--- config.mk ---
export PLATFORM = sky130hd
export DESIGN_NAME = seg_scan_ctrl
export DESIGN_NICKNAME = d
export VERILOG_FILES = /design/src/rtl/seg_pkg.sv /design/src/rtl/seg_decode.sv /design/src/rtl/seg_scan_ctrl.sv
export SDC_FILE = /design/constraint.sdc
export NUM_CORES = 1
export LEC_CHECK = 0
export BUFFER_PORTS_ARGS = -buffer_cell sky130_fd_sc_hd__buf_2
export CAP_MARGIN = 20
export CORE_ASPECT_RATIO = 1.75
export CORE_MARGIN = 2
export CORE_UTILIZATION = 60
export CTS_CLUSTER_SIZE = 16
export DETAILED_ROUTE_END_ITERATION = 10
export PLACE_DENSITY = 0.85
export SYNTH_ARGS = -nofsm -noshare
export SYNTH_HDL_FRONTEND = slang
export SYNTH_SLANG_ARGS = --single-unit
--- constraint.sdc ---
create_clock -name clk -period 7.85 [get_ports clk]
set_clock_uncertainty 0.1 [all_clocks]
set_input_delay 0.785 -clock clk [delete_from_list [all_inputs] [get_ports clk]]
set_output_delay 0.785 -clock clk [all_outputs]
set_load 0.01 [all_outputs]
--- src/rtl/seg_pkg.sv ---
// rtl/seg_pkg.sv - seven-segment constants shared by the scan controller
package seg_pkg;

    localparam logic [7:0] SEG_OFF = 8'hFF;

    // Active-low a..g patterns, listed from F (index 15) down to 0 (index 0)
    localparam logic [15:0][6:0] SEG_TABLE = {
        7'b0111000, 7'b0110000, 7'b1000010, 7'b0110001,
        7'b1100000, 7'b0001000, 7'b0000100, 7'b0000000,
        7'b0001111, 7'b0100000, 7'b0100100, 7'b1001100,
        7'b0000110, 7'b0010010, 7'b1001111, 7'b0000001
    };

endpackage

--- src/rtl/seg_decode.sv ---
// rtl/seg_decode.sv - hex nibble to active-low a..g segment pattern
module seg_decode
    import seg_pkg::*;
(
    input  logic [3:0] nibble,
    output logic [6:0] seg_n
);

    assign seg_n = SEG_TABLE[nibble];

endmodule

--- src/rtl/seg_scan_ctrl.sv ---
// rtl/seg_scan_ctrl.sv - multiplexed seven-segment scan controller
module seg_scan_ctrl
    import seg_pkg::*;
#(
    parameter int DIGITS       = 8,
    parameter int SCAN_DIV     = 100000,
    parameter int BLINK_FRAMES = 64
) (
    input  logic                  clk,
    input  logic                  rst,
    input  logic [4*DIGITS-1:0]   data,
    input  logic                  load,
    input  logic [DIGITS-1:0]     dp_en,
    input  logic [DIGITS-1:0]     blank_en,
    input  logic                  lz_en,
    input  logic [DIGITS-1:0]     blink_mask,
    output logic [DIGITS-1:0]     an,
    output logic [7:0]            seg,
    output logic                  frame_done
);

    localparam int DW = $clog2(SCAN_DIV);
    localparam int IW = (DIGITS > 1) ? $clog2(DIGITS) : 1;
    localparam int BW = (BLINK_FRAMES > 1) ? $clog2(BLINK_FRAMES) : 1;

    logic [DW-1:0]       div_cnt_q, div_cnt_d;
    logic [IW-1:0]       idx_q, idx_d;
    logic [BW-1:0]       blink_cnt_q, blink_cnt_d;
    logic                blink_phase_q, blink_phase_d;
    logic [4*DIGITS-1:0] shadow_data_q, shadow_data_d;
    logic [DIGITS-1:0]   shadow_dp_q, shadow_dp_d;
    logic [DIGITS-1:0]   shadow_blank_q, shadow_blank_d;
    logic [DIGITS-1:0]   an_q, an_d;
    logic [7:0]          seg_q, seg_d;
    logic                frame_done_q, frame_done_d;

    logic                tick;
    logic                frame_wrap;
    logic                digit_off;
    logic                all_zero;
    logic [DIGITS-1:0]   lz_suppress;
    logic [3:0]          cur_nib;
    logic [6:0]          dec_seg;

    // Walk from the most significant digit down; digit 0 always stays lit
    always_comb begin
        all_zero    = 1'b1;
        lz_suppress = '0;
        for (int i = DIGITS - 1; i >= 0; i--) begin
            all_zero       = all_zero & (shadow_data_q[4*i +: 4] == 4'h0);
            lz_suppress[i] = lz_en & all_zero & (i != 0);
        end
    end

    assign cur_nib = shadow_data_q[{idx_q, 2'b00} +: 4];

    seg_decode u_seg_decode (
        .nibble (cur_nib),
        .seg_n  (dec_seg)
    );

    always_comb begin
        tick       = (div_cnt_q == DW'(SCAN_DIV - 1));
        frame_wrap = tick && (idx_q == IW'(DIGITS - 1));

        div_cnt_d = tick ? '0 : div_cnt_q + 1'b1;
        idx_d     = idx_q;
        if (tick) begin
            idx_d = (idx_q == IW'(DIGITS - 1)) ? '0 : idx_q + 1'b1;
        end

        blink_cnt_d   = blink_cnt_q;
        blink_phase_d = blink_phase_q;
        if (frame_wrap) begin
            if (blink_cnt_q == BW'(BLINK_FRAMES - 1)) begin
                blink_cnt_d   = '0;
                blink_phase_d = ~blink_phase_q;
            end else begin
                blink_cnt_d = blink_cnt_q + 1'b1;
            end
        end

        shadow_data_d  = shadow_data_q;
        shadow_dp_d    = shadow_dp_q;
        shadow_blank_d = shadow_blank_q;
        if (load) begin
            shadow_data_d  = data;
            shadow_dp_d    = dp_en;
            shadow_blank_d = blank_en;
        end

        // A dark digit still owns its slot so duty cycle is unchanged
        digit_off    = shadow_blank_q[idx_q] | lz_suppress[idx_q]
                     | (blink_mask[idx_q] & blink_phase_q);
        frame_done_d = frame_wrap;
        if (digit_off) begin
            an_d  = '1;
            seg_d = SEG_OFF;
        end else begin
            an_d  = ~(DIGITS'(1) << idx_q);
            seg_d = {dec_seg, ~shadow_dp_q[idx_q]};
        end
    end

    always_ff @(posedge clk) begin
        if (rst) begin
            div_cnt_q      <= '0;
            idx_q          <= '0;
            blink_cnt_q    <= '0;
            blink_phase_q  <= 1'b0;
            shadow_data_q  <= '0;
            shadow_dp_q    <= '0;
            shadow_blank_q <= '0;
            an_q           <= '1;
            seg_q          <= SEG_OFF;
            frame_done_q   <= 1'b0;
        end else begin
            div_cnt_q      <= div_cnt_d;
            idx_q          <= idx_d;
            blink_cnt_q    <= blink_cnt_d;
            blink_phase_q  <= blink_phase_d;
            shadow_data_q  <= shadow_data_d;
            shadow_dp_q    <= shadow_dp_d;
            shadow_blank_q <= shadow_blank_d;
            an_q           <= an_d;
            seg_q          <= seg_d;
            frame_done_q   <= frame_done_d;
        end
    end

    assign an         = an_q;
    assign seg        = seg_q;
    assign frame_done = frame_done_q;

endmodule

==> metrics.csv, run 1 <==
stage;metric;value;unit
floorplanning;core_area;0.006907;mm²
finish;drive_above_1_share;23.47;%
global_routing;antenna_found_initial;0;
global_routing;grt_pass1_wl;15.77;mm
sta;min_period;3.020;ns
outcome;status;finished, final reports clean;
route;drc;0;
placed_design;dpl_cell_area;0.004633;mm²
route;firstDrtPassIters;4;
clocking;postCtsSetupBuffers;0;
sta;slew_headroom;45.40;%
finish;finalInstanceArea;0.004952;mm²
clocking;numCtsBuffers;9;
clocking;clockBufferDepth;2;
placed_design;gp_congestion;0.9090;
logic_synthesis;yosysSeqAreaShare;42.87;%
logic_synthesis;syn_area_per_cell;9.810;µm²
clocking;path_clk_slew;0.06;ns
clocking;root_buffer;clkbuf_16;
sta;tightest_slew;0.8172;ns
global_routing;track_usage;26.91;%
pwr;max-vdd-ir-drop;0.1211;mV
finish;area_growth;15.26;%
finish;final_core_util;71.70;%
worst_setup_path;worstSetupPathType;register to register;
route;detail-route-antenna-nets;0;
logic_synthesis;synth-main-ff-cell;dfxtp_1;
clocking;cts-resized-gates;0;
route;drt_iter0_drc;385;
sta;fmax;331.1;MHz
logic_synthesis;synth_cell_type_count;54;
placed_design;io_buffers;76;
worst_setup_path;worstPathMaxFanout;12;
worst_setup_path;cp_data_arrival_time;3.11;ns
route;viasPerCell;5.822;
floorplanning;dieArea;0.007881;mm²
logic_synthesis;syn_area;0.004297;mm²
worst_hold_path;hold_class;register to register;
clocking;clk_latency;0.34;ns
route;avgRoutedWirePerCell;16.58;µm
floorplanning;die_h;115.9;µm
sta;grt_setup_unrepaired;no;
route;wl;9.800;mm
sta;fin_tns_setup;0;ns
worst_setup_path;startpoint_type;register;
floorplanning;pin_count;77;
placed_design;numPlacedInstances;575;
job;drv_cap;0;
pwr;powerDensity;212.7;mW/mm²
sta;setup_viol;0;
floorplanning;rows;40;
logic_synthesis;syn_nets;512;
clocking;htree_levels;3;
worst_setup_path;crit_required;7.94;ns
clocking;cts_hold_buffers;0;
finish;n_antenna_cell;0;
finish;fin_cells;591;
global_routing;overflow;0;
global_routing;grt_max_degree;62;
logic_synthesis;synth-edff-count;0;
clocking;cts_tree;done;
sta;slew_violations;0;
global_routing;grt_pass1_vias;3468;
logic_synthesis;synth.area.top_cells;dfxtp_1 (43%), mux2i_1 (14%), nor2_1 (7.2%);
finish;nets;576;
logic_synthesis;yosys.area.top_type;dfxtp_1;
clocking;cts_sinks;92;
logic_synthesis;ys_top_cells_by_count;dfxtp_1 (92), nor2_1 (82), mux2i_1 (59);
worst_setup_path;cp-end-kind;register;
logic_synthesis;netlist.area_leader.share;42.87;%
logic_synthesis;ys_ff_latch;92;
logic_synthesis;synthesis.instances;438;
floorplanning;start_util;62.21;%
placed_design;place_hpwl;7.194;mm
sta;finalHoldViolations;0;
logic_synthesis;async_reset_ff_share;0;%
logic_synthesis;synth.most_common_cell;dfxtp_1;
pwr;p_leak;0.002128;µW
logic_synthesis;yosysWarnings;0;
floorplanning;dieWidth;67.97;µm
sta;layout_worst_path_cycle_share;38.48;%
route;vias;3441;
worst paths after layout:
path | start | endpoint | slack, ns | cells past startpoint
min reg2reg | div_cnt_q[0] | div_cnt_q[0] | 0.35 | 1
max | idx_q[0] | seg[4] | 4.83 | 8
min | div_cnt_q[0] | div_cnt_q[0] | 0.35 | 1
max reg2reg | idx_q[0] | seg[4] | 4.83 | 8
cells in the final DEF (no fill, tap or decap), types with 2 or more instances in the layout:
master,instances
o311ai_1,2
and2_1,5
mux4_2,9
nor2_1,82
nand4_1,5
xor2_1,8
nand3_1,17
clkbuf_16,9
a31oi_1,2
xnor2_1,8
mux2i_1,59
or2_2,3
ha_1,14
nor3_1,5
and3_1,4
bufinv_16,2
buf_4,3
o22ai_1,3
a21oi_1,13
mux2_2,5
dfxtp_1,92
clkbuf_1,2
nand2_1,22
o21ai_0,3
buf_2,76
inv_1,12
a211oi_1,2
nor4_1,9
o311ai_0,2
o221ai_1,2
o211ai_1,3
area by class of cell:
class	instances	area (µm²)
sequential	92	1842
fill	523	1954
timing repair buffer	79	402.9
multi-input combinational	308	2238
inverter	12	45.04
clock buffer	12	246.5
tap	84	105.1
clock inverter	4	72.57
stage by stage:
stage	total power (µW)	setup slack, ns	hold slack (ns)
6_report	1054	4.830	0.3530
5_1_grt	1085	4.554	0.3695
4_1_cts	1058	4.869	0.3565
3_5_place_dp	602.6	4.886	0.3434
3_3_place_gp	599.6	5.013	0.3267
2_1_floorplan	569.3	5.172	0.3175
critical path, cell delays in order (launching register included):
cell	delay, ns
dfxtp_1	0.67
buf_4	0.34
mux2i_1	0.23
o22ai_1	0.11
a221oi_2	0.44
inv_1	0.17
ha_1	0.29
a2111oi_0	0.40
o21ai_1	0.11
report_power, final:
part / total [µW] / switching [µW] / internal (µW) / leakage (µW)
Clock: 459 / 172 / 287 / 0.000153
Combinational: 92.6 / 48.4 / 44.2 / 0.00122
Sequential: 502 / 14.6 / 487 / 0.000755
Total: 1050 / 235 / 818 / 0.00213
flip-flops by register name, indices dropped and copies added (netlist names):
| signal | count |
|---|---|
| div_cnt_q | 17 |
| shadow_data_q | 32 |
| blink_cnt_q | 6 |
| an | 8 |
| shadow_dp_q | 8 |
| seg | 8 |
| shadow_blank_q | 8 |
| frame_done | 1 |
| blink_phase_q | 1 |
| idx_q | 3 |
cells by family (layout without fill, tap and decap cells):
family / Yosys count / in the layout / share of synthesized area (%)
buffers and inverters: 38 / 107 / 5.038
adder cells (fa/ha/maj): 14 / 14 / 4.077
AND/OR/NAND/NOR: 163 / 163 / 18.00
XOR/XNOR: 16 / 16 / 3.262
AO/OA/AOI/OAI: 42 / 42 / 6.989
flip-flops: 92 / 92 / 42.87
multiplexers: 73 / 73 / 19.77
per-layer routing:
layer  up-vias  GRT usage (%)  part of all wire [%]
met5         -              0                     0
met4         0          17.60                   5.2
met3        39          4.951                   3.9
met2        99          49.39                    55
met1      1635          26.12                    35
li1       1668              -                     -
(Power assumes the default switching activity.)
==> run 2, diff against run 1 <==
ABC_AREA = 1   (was default)
CORE_UTILIZATION = 56   (was 60)
PLACE_DENSITY = 0.79   (was 0.85)
clock period = 2.88 ns   (was 7.85 ns; I/O delays follow)
==> metrics.csv, run 2 <==
stage;metric;value;unit
outcome;status;finished, final reports clean;
floorplanning;start_util;57.57;%
worst_setup_path;worstPathMaxFanout;19;
global_routing;grt_pass1_wl;19.30;mm
finish;final_common_cell;nand2_1;
placed_design;dpl_cell_area;0.004964;mm²
clocking;root_buffer;clkbuf_16;
floorplanning;core_area;0.007963;mm²
global_routing;track_usage;27.93;%
finish;nets;811;
logic_synthesis;synth.most_common_cell;nand2_1;
sta;fin_tns_setup;0;ns
pwr;powerDensity;522.9;mW/mm²
sta;min_period;2.121;ns
finish;top_regs;shadow_data_q x32, div_cnt_q x17;
route;detail-route-antenna-nets;0;
floorplanning;dieArea;0.008955;mm²
placed_design;io_buffers;76;
worst_setup_path;crit_required;2.99;ns
logic_synthesis;synth.area.top_cells;dfxtp_1 (40%), nand2_1 (13%), nor2_1 (9.3%);
route;drt_iter0_drc;404;
sta;layout_worst_path_cycle_share;73.66;%
clocking;path_clk_slew;0.06;ns
route;wl;11.80;mm
finish;area_growth;14.16;%
global_routing;grt_max_degree;61;
logic_synthesis;ys_ff_latch;92;
finish;top_register;shadow_data_q;
logic_synthesis;yosys.area.top_type;dfxtp_1;
finish;final_cell_mix;nand2_1 (153), nor2_1 (113), dfxtp_1 (92);
route;avgRoutedWirePerCell;14.20;µm
placed_design;place_hpwl;8.685;mm
finish;drive_above_1_share;14.84;%
logic_synthesis;synth_cell_type_count;32;
sta;slew_headroom;62.49;%
clocking;cts_hold_buffers;0;
clocking;postCtsSetupBuffers;0;
global_routing;overflow;0;
logic_synthesis;synth-main-ff-cell;dfxtp_1;
worst_setup_path;startpoint_type;register;
floorplanning;rows;43;
clocking;cts-resized-gates;0;
worst_hold_path;hold_class;input port to register;
sta;tightest_slew;0.5621;ns
logic_synthesis;syn_area;0.004584;mm²
clocking;clockBufferDepth;2;
job;drv_cap;0;
route;vias;4549;
route;firstDrtPassIters;5;
logic_synthesis;yosysWarnings;0;
floorplanning;dieWidth;72.40;µm
finish;largest_reg_flops;32;
sta;setup_viol;0;
sta;hold-worst-slack;0.07499;ns
logic_synthesis;netlist.area_leader.share;40.17;%
pwr;p_leak;0.002373;µW
worst_setup_path;cp-end-kind;register;
floorplanning;pin_count;77;
worst_setup_path;crit_chain;buf_4 > nand2_1 > nand3_1 > nand3_1 > nand2_1 > inv_1 > ha_1 > nand3_1 > nand2_1 > nand2_1 > nand3_1;
finish;finalInstanceArea;0.005234;mm²
logic_synthesis;yosysSeqAreaShare;40.17;%
logic_synthesis;ys_top_cells_by_count;nand2_1 (153), nor2_1 (113), dfxtp_1 (92);
worst_setup_path;worstSetupPathType;register to register;
global_routing;antenna_found_initial;0;
clocking;cts_tree;done;
finish;final_core_util;65.73;%
clocking;numCtsBuffers;9;
floorplanning;die_h;123.7;µm
logic_synthesis;synth-edff-count;0;
logic_synthesis;async_reset_ff_share;0;%
worst_hold_path;min_from;dp_en[3];
worst_setup_path;crit_start;idx_q[0];
worst_setup_path;cp_data_arrival_time;2.24;ns
clocking;htree_levels;3;
logic_synthesis;syn_area_per_cell;6.802;µm²
worst_setup_path;crit_slowest_cell;dfxtp_1;
worst_setup_path;cpPeakStageDelay;0.42;ns
pwr;max-vdd-ir-drop;0.3746;mV
global_routing;grt_pass1_vias;4368;
sta;slew_violations;0;
sta;fmax;471.4;MHz
route;drc;0;
logic_synthesis;syn_nets;748;
logic_synthesis;synthesis.instances;674;
route;viasPerCell;5.474;
worst_setup_path;reg2reg_from;idx_q[0];
placed_design;gp_congestion;0.9026;
sta;grt_setup_unrepaired;no;
finish;n_antenna_cell;0;
clocking;clk_latency;0.34;ns
sta;finalHoldViolations;0;
clocking;cts_sinks;92;
## run 2: final cells by class
class                           count  area (µm²)
Clock buffer                       13       260.3
Clock inverter                      2       10.01
Fill cell                         759        2729
Inverter                           64       245.2
Multi-Input combinational cell    488        2326
Sequential cell                    92        1842
Tap cell                           90       112.6
Timing Repair Buffer               82       437.9
## run 2: cells by family (layout without fill, tap and decap cells)
logic type / Yosys count / count (layout) / share of synthesized area (%)
DFF: 92 / 92 / 40.17
AOI/OAI and AO/OA: 103 / 103 / 11.52
adders and majority gates: 14 / 14 / 3.821
and+or+nand+nor: 363 / 363 / 33.87
buffers and inverters: 94 / 161 / 9.088
xor gates and xnor gates: 8 / 8 / 1.528
## run 2: path summary, 6_finish.rpt
path	end	slack, ns	cells after the start
setup / recovery	seg[4]	0.76	11
hold / removal	shadow_dp_q[3]	0.07	3
setup reg to reg	seg[4]	0.76	11
hold reg to reg	div_cnt_q[0]	0.37	1
## run 2: per-layer routing
metal	GRT usage, %	vias to the layer above	wire length [µm]
met5	0	-	0
met4	18.52	0	641
met3	4.045	42	603
met2	52.75	166	6313
met1	27.36	2048	4238
li1	-	2293	-
## run 2: metrics by stage
step           setup WS (ns)  cells  total power [µW]
2_1_floorplan          1.019    674              1565
3_3_place_gp          0.9343    816              1658
3_5_place_dp          0.8594    816              1667
4_1_cts               0.7829    831              2756
5_1_grt               0.6192    831              2845
6_report              0.7586    831              2737
## run 2: critical path: cells and delay by family, from the launching register on
family                   cells  cell delay (ns)
buffers and inverters        2             0.40
AND/OR/NAND/NOR              8             0.84
flip-flops                   1             0.42
adder cells (fa/ha/maj)      1             0.23
## run 2: where the power goes
group          internal, µW  total [µW]  switching, µW
Clock                   625        1090            470
Combinational           107         276            169
Sequential             1340        1370           31.0
==> run 3, diff against run 2 <==
CORE_UTILIZATION = 51   (was 56)
PLACE_DENSITY = 0.76   (was 0.79)
clock period = 1.9 ns   (was 2.88 ns; I/O delays follow)
==> metrics.csv, run 3 (same netlist as run 2, synthesis figures left out) <==
stage;metric;value;unit
placed_design;gp_congestion;0.9198;
worst_setup_path;cp-end-kind;register;
global_routing;track_usage;27.31;%
sta;slew_headroom;62.85;%
finish;n_antenna_cell;0;
route;vias;4752;
sta;finalHoldViolations;0;
sta;slew_violations;0;
worst_setup_path;worstSetupPathType;register to register;
route;avgRoutedWirePerCell;14.40;µm
finish;top_register;shadow_data_q;
worst_hold_path;hold_class;input port to register;
global_routing;grt_pass1_vias;4615;
worst_setup_path;cp_data_arrival_time;1.93;ns
floorplanning;rows;45;
worst_setup_path;crit_cells;12;
floorplanning;pin_count;77;
finish;area_growth;26.58;%
placed_design;place_hpwl;9.278;mm
worst_setup_path;crit_slowest_cell;dfxtp_4;
sta;fmax;557.8;MHz
worst_setup_path;cpPeakStageDelay;0.36;ns
finish;final_common_cell;nand2_1;
global_routing;grt_pass1_wl;20.19;mm
finish;final_cell_mix;nand2_1 (150), nor2_1 (113), dfxtp_1 (91);
floorplanning;die_h;129.4;µm
route;drt_iter0_drc;299;
sta;tightest_slew;0.5530;ns
worst_setup_path;crit_required;2.04;ns
placed_design;io_buffers;76;
outcome;status;finished, final reports clean;
floorplanning;core_area;0.008727;mm²
job;drv_cap;0;
clocking;htree_levels;3;
clocking;cts_sinks;92;
worst_setup_path;crit_family;simple AND/OR/NAND/NOR gates;
worst_hold_path;hold_depth;3;
clocking;clk_latency;0.35;ns
worst_setup_path;r2r_slack;0.11;ns
clocking;cts_tree;done;
sta;hold-worst-slack;0.01357;ns
finish;fin_cells;900;
clocking;root_buffer;clkbuf_16;
global_routing;overflow;0;
worst_setup_path;startpoint_type;register;
finish;drive_above_1_share;18.01;%
route;wl;12.96;mm
sta;grt_setup_unrepaired;yes;
clocking;clockBufferDepth;2;
worst_setup_path;worstPathMaxFanout;20;
sta;setup_viol;0;
pwr;p_leak;0.002600;µW
route;viasPerCell;5.280;
global_routing;antenna_found_initial;0;
worst_setup_path;path_buf_inv;3;
clocking;numCtsBuffers;9;
finish;nets;852;
floorplanning;dieWidth;75.67;µm
route;detail-route-antenna-nets;0;
finish;top_regs;shadow_data_q x32, div_cnt_q x17;
pwr;max-vdd-ir-drop;0.5549;mV
floorplanning;start_util;52.53;%
route;firstDrtPassIters;5;
global_routing;grt_max_degree;49;
worst_setup_path;r2r_cells;12;
worst_setup_path;critical-path-top-cell-by-count;nand2_1;
finish;largest_reg_flops;32;
floorplanning;dieArea;0.009793;mm²
clocking;path_clk_slew;0.06;ns
placed_design;numPlacedInstances;857;
route;drc;0;
sta;layout_worst_path_cycle_share;94.35;%
sta;min_period;1.793;ns
worst_setup_path;crit_chain;buf_12 > clkinv_8 > nand2_1 > nand3_1 > nand3_2 > nand2_4 > inv_1 > ha_1 > nand3_2 > nand2_1 > nand2_1 > nand3_1;
pwr;powerDensity;770.5;mW/mm²
[run 3: cell count changes in the layout (fill, tap and decap cells not counted), sizes merged]
cell and delta:
clkbuf -3, inv -1, clkinvlp +1, buf +16
clkinv +3, bufinv +2, dlygate4sd3 +24
[run 3: worst reg2reg max path, delay by kind of cell (launching register included)]
kind	cells	cell delay (ns)
flops	1	0.36
fa+ha+maj	1	0.22
buf+inv	3	0.33
simple gates	8	0.68
[run 3: timing repair]
| item | in CTS | in global routing |
|---|---|---|
| cloned | 0 | 1 |
| pin swaps | 0 | 3 |
| buffers inserted | 0 | 2 |
| setup endpoints to repair | 5 | 21 |
| endpoints found under the hold margin | 24 | 0 |
| resized for setup | 2 | 15 |
| hold buffers | 24 | 0 |
[run 3: metrics by stage]
stage          util [%]  area, µm²  total power, µW  worst slack (ns)  TNS (ns)
2_1_floorplan         -       4584             2373           0.03894         0
3_3_place_gp      58.61       5115             2526           0.06563         0
3_5_place_dp      58.61       5115             2540          0.009701         0
4_1_cts           65.05       5677             4469           0.01803         0
5_1_grt           66.49       5803             4633          -0.01633  -0.01915
6_report          66.49       5803             4471            0.1073         0
[run 3: final timing paths]
| kind | startpoint | to |
|---|---|---|
| min | dp_en[7] | shadow_dp_q[7] |
| max | idx_q[0] | seg[2] |
| max reg2reg | idx_q[0] | seg[2] |
| min reg2reg | div_cnt_q[0] | div_cnt_q[0] |
[run 3: area by class of cell]
cell class                      count  area [µm²]
Multi-Input combinational cell    488        2394
Timing Repair Buffer              123       848.3
Clock buffer                        9       225.2
Fill cell                         773        2924
Inverter                           64       252.7
Tap cell                          117       146.4
Clock inverter                      7       91.34
Sequential cell                    92        1846
[run 3: layer usage]
metal  wire length, µm  vias to the layer above  track usage [%]
li1                  -                     2369                -
met1              4690                     2163            25.32
met2              7033                      164            51.15
met3               463                       56            5.054
met4               773                        0            18.06
met5                 0                        -                0
[run 3: where the power goes]
part           total, µW  leakage (µW)  switching [µW]  internal, µW
Clock               1900      0.000155             758          1150
Combinational        495       0.00169             282           213
Sequential          2070      0.000758            49.0          2020
Total               4470       0.00260            1090          3380
